==> config.mk <==
export PLATFORM = sky130hd
export DESIGN_NAME = instr_encoder
export DESIGN_NICKNAME = d
export VERILOG_FILES = /design/src/rtl/instr_encoder.sv
export SDC_FILE = /design/constraint.sdc
export NUM_CORES = 1
export LEC_CHECK = 0
export CORE_ASPECT_RATIO = 1.5
export CORE_UTILIZATION = 48
export DETAILED_ROUTE_END_ITERATION = 10
export GPL_ROUTABILITY_DRIVEN = 0
export GPL_TIMING_DRIVEN = 0
export PLACE_DENSITY = 0.77
export SLEW_MARGIN = 0
export SYNTH_ARGS = -nofsm -noshare
export SYNTH_HDL_FRONTEND = slang
export SYNTH_SLANG_ARGS = --single-unit
==> constraint.sdc <==
create_clock -name clk -period 4.3 [get_ports clk]
set_input_delay 0.86 -clock clk [delete_from_list [all_inputs] [get_ports clk]]
set_output_delay 0.86 -clock clk [all_outputs]
set_load 0.1 [all_outputs]
==> src/rtl/instr_encoder.sv <==
// MIPS instruction encoder/loader: packs one mnemonic plus its fields per handshake into
// a 32-bit instruction word and writes it to the next sequential imem location.
module instr_encoder #(
  parameter int          ADDR_W    = 10,
  parameter logic [31:0] BASE_ADDR = 32'h0000_3000
) (
  input  logic              clk,
  input  logic              rst,
  input  logic              clr,
  input  logic              in_valid,
  output logic              in_ready,
  input  logic [4:0]        mnem,
  input  logic [4:0]        rs,
  input  logic [4:0]        rt,
  input  logic [4:0]        rd,
  input  logic [15:0]       imm,
  input  logic [31:0]       target,
  input  logic              last,
  output logic              im_we,
  output logic [ADDR_W-1:0] im_addr,
  output logic [31:0]       im_wdata,
  output logic              busy,
  output logic              done,
  output logic              err,
  output logic [1:0]        err_code,
  output logic [ADDR_W:0]   count
);

  typedef enum logic [2:0] {S_IDLE, S_ENC, S_WR, S_DONE, S_ERR} state_t;

  state_t            state;
  logic [ADDR_W-1:0] wr_ptr;
  logic [4:0]        r_mnem, r_rs, r_rt, r_rd;
  logic [15:0]       r_imm;
  logic [31:0]       r_target;
  logic              r_last;

  logic [31:0]        pc, pc4, br_diff, enc_word;
  logic signed [31:0] br_off;
  logic               br_in_range;
  logic [1:0]         enc_err;

  // Branch offset is word-relative to the delay-slot PC; it must fit the 16-bit field.
  always_comb begin
    pc          = BASE_ADDR + {{(30-ADDR_W){1'b0}}, wr_ptr, 2'b00};
    pc4         = pc + 32'd4;
    br_diff     = r_target - pc4;
    br_off      = $signed(br_diff) >>> 2;
    br_in_range = (&br_off[31:15]) | ~(|br_off[31:15]);
  end

  always_comb begin
    enc_word = 32'h0;
    enc_err  = 2'b00;
    case (r_mnem)
      5'd0:  enc_word = {6'h00, r_rs, r_rt, r_rd, 5'b0, 6'h21};
      5'd1:  enc_word = {6'h00, r_rs, r_rt, r_rd, 5'b0, 6'h23};
      5'd2:  enc_word = {6'h00, r_rs, r_rt, r_rd, 5'b0, 6'h20};
      5'd3:  enc_word = {6'h00, r_rs, r_rt, r_rd, 5'b0, 6'h24};
      5'd4:  enc_word = {6'h00, r_rs, r_rt, r_rd, 5'b0, 6'h25};
      5'd5:  enc_word = {6'h00, r_rs, r_rt, r_rd, 5'b0, 6'h2A};
      5'd6:  enc_word = {6'h00, r_rs, 15'b0, 6'h08};
      5'd7:  enc_word = {6'h08, r_rs, r_rt, r_imm};
      5'd8:  enc_word = {6'h09, r_rs, r_rt, r_imm};
      5'd9:  enc_word = {6'h0C, r_rs, r_rt, r_imm};
      5'd10: enc_word = {6'h0D, r_rs, r_rt, r_imm};
      5'd11: enc_word = {6'h0F, 5'b0, r_rt, r_imm};
      5'd12: enc_word = {6'h2B, r_rs, r_rt, r_imm};
      5'd13: enc_word = {6'h23, r_rs, r_rt, r_imm};
      5'd14, 5'd15: begin
        enc_word = {(r_mnem == 5'd14) ? 6'h02 : 6'h03, r_target[27:2]};
        if (r_target[1:0] != 2'b00 || r_target[31:28] != pc4[31:28]) enc_err = 2'b11;
      end
      5'd16: begin
        enc_word = {6'h04, r_rs, r_rt, br_off[15:0]};
        if (r_target[1:0] != 2'b00 || !br_in_range) enc_err = 2'b10;
      end
      5'd17:   enc_word = 32'h0;
      default: enc_err  = 2'b01;
    endcase
  end

  always_ff @(posedge clk or posedge rst) begin
    if (rst) begin
      state    <= S_IDLE;
      wr_ptr   <= '0;
      count    <= '0;
      im_wdata <= 32'h0;
      err_code <= 2'b00;
      r_mnem   <= '0;
      r_rs     <= '0;
      r_rt     <= '0;
      r_rd     <= '0;
      r_imm    <= '0;
      r_target <= '0;
      r_last   <= 1'b0;
    end else if (clr) begin
      state    <= S_IDLE;
      wr_ptr   <= '0;
      count    <= '0;
      err_code <= 2'b00;
    end else begin
      case (state)
        S_IDLE: if (in_valid) begin
          r_mnem   <= mnem;
          r_rs     <= rs;
          r_rt     <= rt;
          r_rd     <= rd;
          r_imm    <= imm;
          r_target <= target;
          r_last   <= last;
          state    <= S_ENC;
        end
        S_ENC: begin
          if (enc_err != 2'b00) begin
            err_code <= enc_err;
            state    <= S_ERR;
          end else begin
            im_wdata <= enc_word;
            state    <= S_WR;
          end
        end
        S_WR: begin
          wr_ptr <= wr_ptr + ADDR_W'(1);
          count  <= count + (ADDR_W+1)'(1);
          state  <= (r_last || (&wr_ptr)) ? S_DONE : S_IDLE;
        end
        default: state <= state;
      endcase
    end
  end

  assign in_ready = (state == S_IDLE);
  assign im_we    = (state == S_WR);
  assign im_addr  = wr_ptr;
  assign busy     = (state == S_ENC) || (state == S_WR);
  assign done     = (state == S_DONE);
  assign err      = (state == S_ERR);

endmodule

After elaboration in Yosys (flattened, before gate mapping)
Cells that the tools add are included.
{ "classes": {"add_sub_neg": 5, "bitwise_logic": 4, "n_mux": 17, "n_eq_ne": 23, "n_reduce_logical": 22} }
{ "ops": {"columns": ["operator", "count"], "rows": [
  ["case mux 32 bit (16 select lines)", 1],
  ["equality test 5 x 4 -> 1 bit, second input constant", 8],
  ["subtractor 32 x 16 -> 32 bit", 1],
  ["OR reduction 15 bit", 2],
  ["2-to-1 mux 11 bit", 2],
  ["equality test 5 x 3 -> 1 bit, second input constant", 4],
  ["2-to-1 mux 10 bit", 2],
  ["adder 15 x 3 -> 16 bit, second input constant", 1],
  ["adder 14 x 12 -> 15 bit, first input constant", 1],
  ["AND reduction 15 bit", 1],
  ["2-to-1 mux 2 bit", 6],
  ["adder 11 x 1 -> 11 bit, second input constant", 1],
  ["adder 10 x 1 -> 10 bit, second input constant", 1],
  ["equality test 5 x 2 -> 1 bit, second input constant", 2],
  ["equality test 5 bit, second input constant", 2],
  ["AND reduction 10 bit", 1],
  ["nonzero test 2 bit", 5],
  ["2-to-1 mux 3 bit", 3],
  ["case mux 3 bit (3 select lines)", 1],
  ["equality test 3 x 2 -> 1 bit, second input constant", 2],
  ["case mux 2 bit (3 select lines)", 1],
  ["AND reduction 3 bit", 2],
  ["equality test 5 x 1 -> 1 bit, second input constant", 1],
  ["zero test 5 bit", 1],
  ["other kinds (13)", 19]
]} }
{ "word_totals": {"ff_bits": 127, "out_inout_bits": 60} }

Logic depth before layout (Yosys ltp)
{ "logic_depth": {"word_depth": 14, "mapped_depth": 17, "depth_no_buf": 14} }

Worst setup path after synthesis
Ideal clock, no wire load.
{ "synth_path": {"path_type": "reg-to-reg", "from": "register wr_ptr[2] (netlist: im_addr[2])", "to": "register im_wdata[11]", "path_stages_with_launch": 15, "setup_slack_ns": 0.054, "arrival_time_ns": 4.121, "setup_time_ns": 0.125, "synth_period_minus_slack_ns": 4.246, "path_buffers": 1, "cell_sequence": "dfrtp_1 -> ha_1 -> inv_1 -> ha_1 -> and2_1 -> a221oi_1 -> a21oi_1 -> o211a_1 -> or3_1 -> a211oi_1 -> o211a_1 -> and4_4 -> o21ai_4 -> buf_6 -> mux2_4"} }
{ "synth_between": {"elab_chain_len": 13, "elab_cells_between_ends": 15} }
{ "synth_rtl": {"columns": ["element", "line", "source"], "rows": [
  ["start, declared", "32", "logic [ADDR_W-1:0] wr_ptr;"],
  ["start signal, assigned", "124", "wr_ptr <= wr_ptr + ADDR_W'(1);"],
  ["adder 14 x 12 -> 15 bit *", "45", "pc = BASE_ADDR + {{(30-ADDR_W){1'b0}}, wr_ptr, 2'b00};"],
  ["adder 15 x 3 -> 16 bit *", "46", "pc4 = pc + 32'd4;"],
  ["subtractor 32 x 16 -> 32 bit *", "47", "br_diff = r_target - pc4;"],
  ["OR reduction 15 bit", "49", "br_in_range = (&br_off[31:15]) | ~(|br_off[31:15]);"],
  ["inverter 1 bit", "49", null],
  ["OR 1 bit", "49", null],
  ["zero test 1 bit", "76", "if (r_target[1:0] != 2'b00 || !br_in_range) enc_err = 2'b10;"],
  ["logical OR 1 bit", "76", null],
  ["2-to-1 mux 2 bit", "76", null],
  ["case mux 2 bit (3 select lines)", "55", "case (r_mnem)"],
  ["nonzero test 2 bit", "115", "if (enc_err != 2'b00) begin"],
  ["inverter 1 bit (no source line)", null, null],
  ["AND reduction 3 bit (no source line)", null, null],
  ["end signal, assigned", "119", "im_wdata <= enc_word;"],
  ["end, declared", "21", "output logic [31:0] im_wdata,"]
]} }
Every way passes the cells marked *; elsewhere a longest branch is shown, timed or not.
A chain may end at the register's enable or synchronous reset.

Worst setup path after layout
{ "layout_path": {"from": "register wr_ptr[2] (netlist: im_addr[2])", "to": "register im_wdata[0]"} }
{ "layout_between": {"elab_chain_len": 13, "elab_cells_between_ends": 14} }
{ "layout_rtl": {"columns": ["element", "line"], "rows": [
  ["adder 14 x 12 -> 15 bit *", "45"],
  ["adder 15 x 3 -> 16 bit *", "46"],
  ["subtractor 32 x 16 -> 32 bit *", "47"],
  ["OR reduction 15 bit", "49"],
  ["inverter 1 bit", "49"],
  ["OR 1 bit *", "49"],
  ["zero test 1 bit *", "76"],
  ["logical OR 1 bit *", "76"],
  ["2-to-1 mux 2 bit *", "76"],
  ["case mux 2 bit (3 select lines) *", "55"],
  ["nonzero test 2 bit *", "115"],
  ["inverter 1 bit (no source line) *", null],
  ["AND reduction 3 bit (no source line) *", null]
]} }
Marked as above.

==> results.tsv <==
metric	value	unit
area of the multi-input gates	0.00380	mm²
vias in the first global route	6370	
R2R Setup Slk	190	ps
largest area contributor in the netlist	dfrtp_1	
clock skew	10.6	ps
CTS Sinks	126	
Final Hold Fails	0	
CTS max path bufs	2	
top cells by area, synth	dfrtp_1 (43%), mux2_2 (8.9%), mux2_4 (4.5%)	
Fmax achieved	0.243	GHz
Die Height	153	µm
Avg Cell Area, Syn	10.2	µm²
initial core utilization	0.496	
hold path depth	1	
Critical Path Start Type	flop	
Synth Register Bits	126	
CTS Buf Count	17	
die area	0.0157	mm²
number of fill cells in the layout	1233	
first-pass GRT wire length	32.5	mm
Post-synth EDFFs	0	
Synth Net Count	815	
Iteration-0 DRC Markers	544	
maxcap violations	0	
period utilisation layout	0.956	
Overflow after GRT	0	
layout cell share with drive strength beyond 1	0.156	
Core Area	0.0147	mm²
most frequent cells in the layout	clkdlybuf4s50_1 (130), dfrtp_1 (126), nor2_1 (59)	
outcome	complete, no violations	
WP data arrival	4410	ps
Rel. slew slack	0.309	
GRT Overall Usage	0.274	
DR DRC count	0	
std cell rows	54	
CP endpoint kind	flop	
Crit Path Category	flop to flop	
DIE WIDTH	103	µm
sequential fraction of the synthesis area	0.432	
Area Growth Syn to Fin	29.6	%
Ys Warns	0	
Gate Count Post-Synth	717	
initial antenna violation count	0	
worst-case reg-to-reg path depth	14	
Sequential Area	0.00315	mm²
Synth Flop Type	dfrtp_1	
TritonCTS clock tree	done	
Crit Path Max Fanout	10	
WHS Endpoint	r_rt[4]	
Unique masters post-synth	63	
Finish-stage setup viols	0	
post-synthesis async set-or-reset flop share	1.00	
routed len/inst	18.8	µm
antenna viol nets, final	0	
Pre-Repair DR Iteration Count	5	
TNS Setup	0	ps
critical hold path startpoint	r_rt[4]	
Final min period	4110	ps
drt via density	5.74	
pwr dens	826	mW/mm²
Syn Std Cell Area	0.00731	mm²
ANT cells	0	
RR Endpoint	im_wdata[0]	
WL final	20.2	mm
dpl cell area	0.00888	mm²
largest net degree at the start of global routing	65	
worst-skew pair later-pin latency	420	ps
clock edge transition at the registers on the reported setup and hold paths	60	ps
dpl hpwl	14.7	mm
number of port buffers	130	
final instance area	0.00947	mm²
final net count	964	
most common cell after layout, fill and taps aside	clkdlybuf4s50_1	
Worst Max-Slew Pin Slew	1030	ps
final std cells w/o fill	1075	
Root Buffer	clkbuf_16	
R2R Path Start	im_addr[2]	
DR vias	6166	
maximum VDD drop	0.492	mV
post-layout util	0.643	
required time of the critical path	4600	ps
Pleak	4.05	nW
Yosys top cell area share	0.432	
IO Count	133	
H-tree depth	4	
Hold Path Class	flop to flop	
Post-Place Cells	1044	
Final Slew Violations	0	
RSZ-0062 raised after global routing	no	
-- worst max-delay path: stages, from the launching register on --
cell and delay (ps):
dfrtp_1 480, ha_1 330, inv_1 40, ha_1 350, and2_1 210, a221oi_2 390
a21oi_1 170, o211a_1 280, or3_1 370, and4_1 220, nand4_1 140, o21ai_2 110
o21ai_4 330, buf_6 250, mux2_4 310
-- cell usage after synthesis (all sizes together), types with 8 or more instances --
library cell and count:
nor3 16, a211oi 8, mux2i 10, buf 9, xor2 18, a21oi 29
nand4 15, a22o 10, mux2 80, nor2 59, clkbuf 33, o21ai 41
ha 25, a222oi 11, or3 12, dfrtp 126, xnor2 20, nand2 47
inv 44
-- worst max path at each step --
| stage | end | slack (ps) | from | cells after the start |
|---|---|---|---|---|
| CTS | im_wdata[25] | 40 | im_addr[2] | 14 |
| global placement | r_target[31] | -1660 | rst | 2 |
| finish | im_wdata[0] | 190 | im_addr[2] | 14 |
| floorplan | im_wdata[11] | 50 | im_addr[2] | 14 |
| global route | im_wdata[0] | 20 | r_target[11] | 16 |
| detailed placement | im_wdata[18] | 70 | im_addr[2] | 14 |
-- cell type report --
| class | instances | share of cell area |
|---|---|---|
| timing repair buffer | 131 | 0.140 |
| buffer | 41 | 0.0209 |
| inverter | 44 | 0.0180 |
| tap | 196 | 0.0259 |
| sequential | 126 | 0.333 |
| clock buffer | 17 | 0.0449 |
| multi-input combinational | 505 | 0.401 |
| clock inverter | 15 | 0.0157 |
-- state kept, by name, summed over array words and instances (netlist names) --
signal,flops
im_wdata,31
r_rs,5
r_rt,5
state,3
err_code,2
r_last,1
count,11
r_mnem,5
r_target,32
r_imm,16
r_rd,5
im_addr,10
-- metal layers --
metal / share of wire / track usage / up-vias / wire length [µm]
li1: - / - / 2873 / -
met1: 0.39 / 0.324 / 2997 / 7860
met2: 0.52 / 0.468 / 240 / 10500
met3: 0.057 / 0.0549 / 56 / 1160
met4: 0.035 / 0.127 / 0 / 703
met5: 0 / 0 / - / 0
-- power breakdown --
part	leakage [nW]	internal (mW)	total, mW	switching [mW]
registers	1.58	1.66	2.06	0.404
clock network	0.278	0.811	1.40	0.591
logic	2.19	1.55	4.35	2.80
total	4.05	4.02	7.82	3.79
-- cells by family (layout without fill, tap and decap cells) --
logic type	after synthesis	in the layout	synth area share
AOI/OAI and AO/OA	144	144	0.135
xor gates and xnor gates	38	38	0.0456
adders and majority gates	25	25	0.0428
buffers and inverters	86	248	0.0502
DFF	126	126	0.432
muxes	90	90	0.148
other	1	1	0.000513
and+or+nand+nor	207	207	0.146
-- what timing repair did --
item,CTS,global route
gates resized for setup,0,2
hold buffers,0,0
endpoints found under the setup margin,0,29
hold endpoints to repair,0,0
buffers inserted,0,0
-- through the flow --
stage                     power, mW  hold slack (ps)  setup WS, ps
after floorplan                5.26              480          53.8
after global placement         6.25              490         -1660
after detailed placement       6.33              495          67.2
after CTS                      7.78              511          41.5
after global routing           8.26              522          20.6
final                          7.82              508           187
No activity file was read; power rests on OpenSTA's default activity.
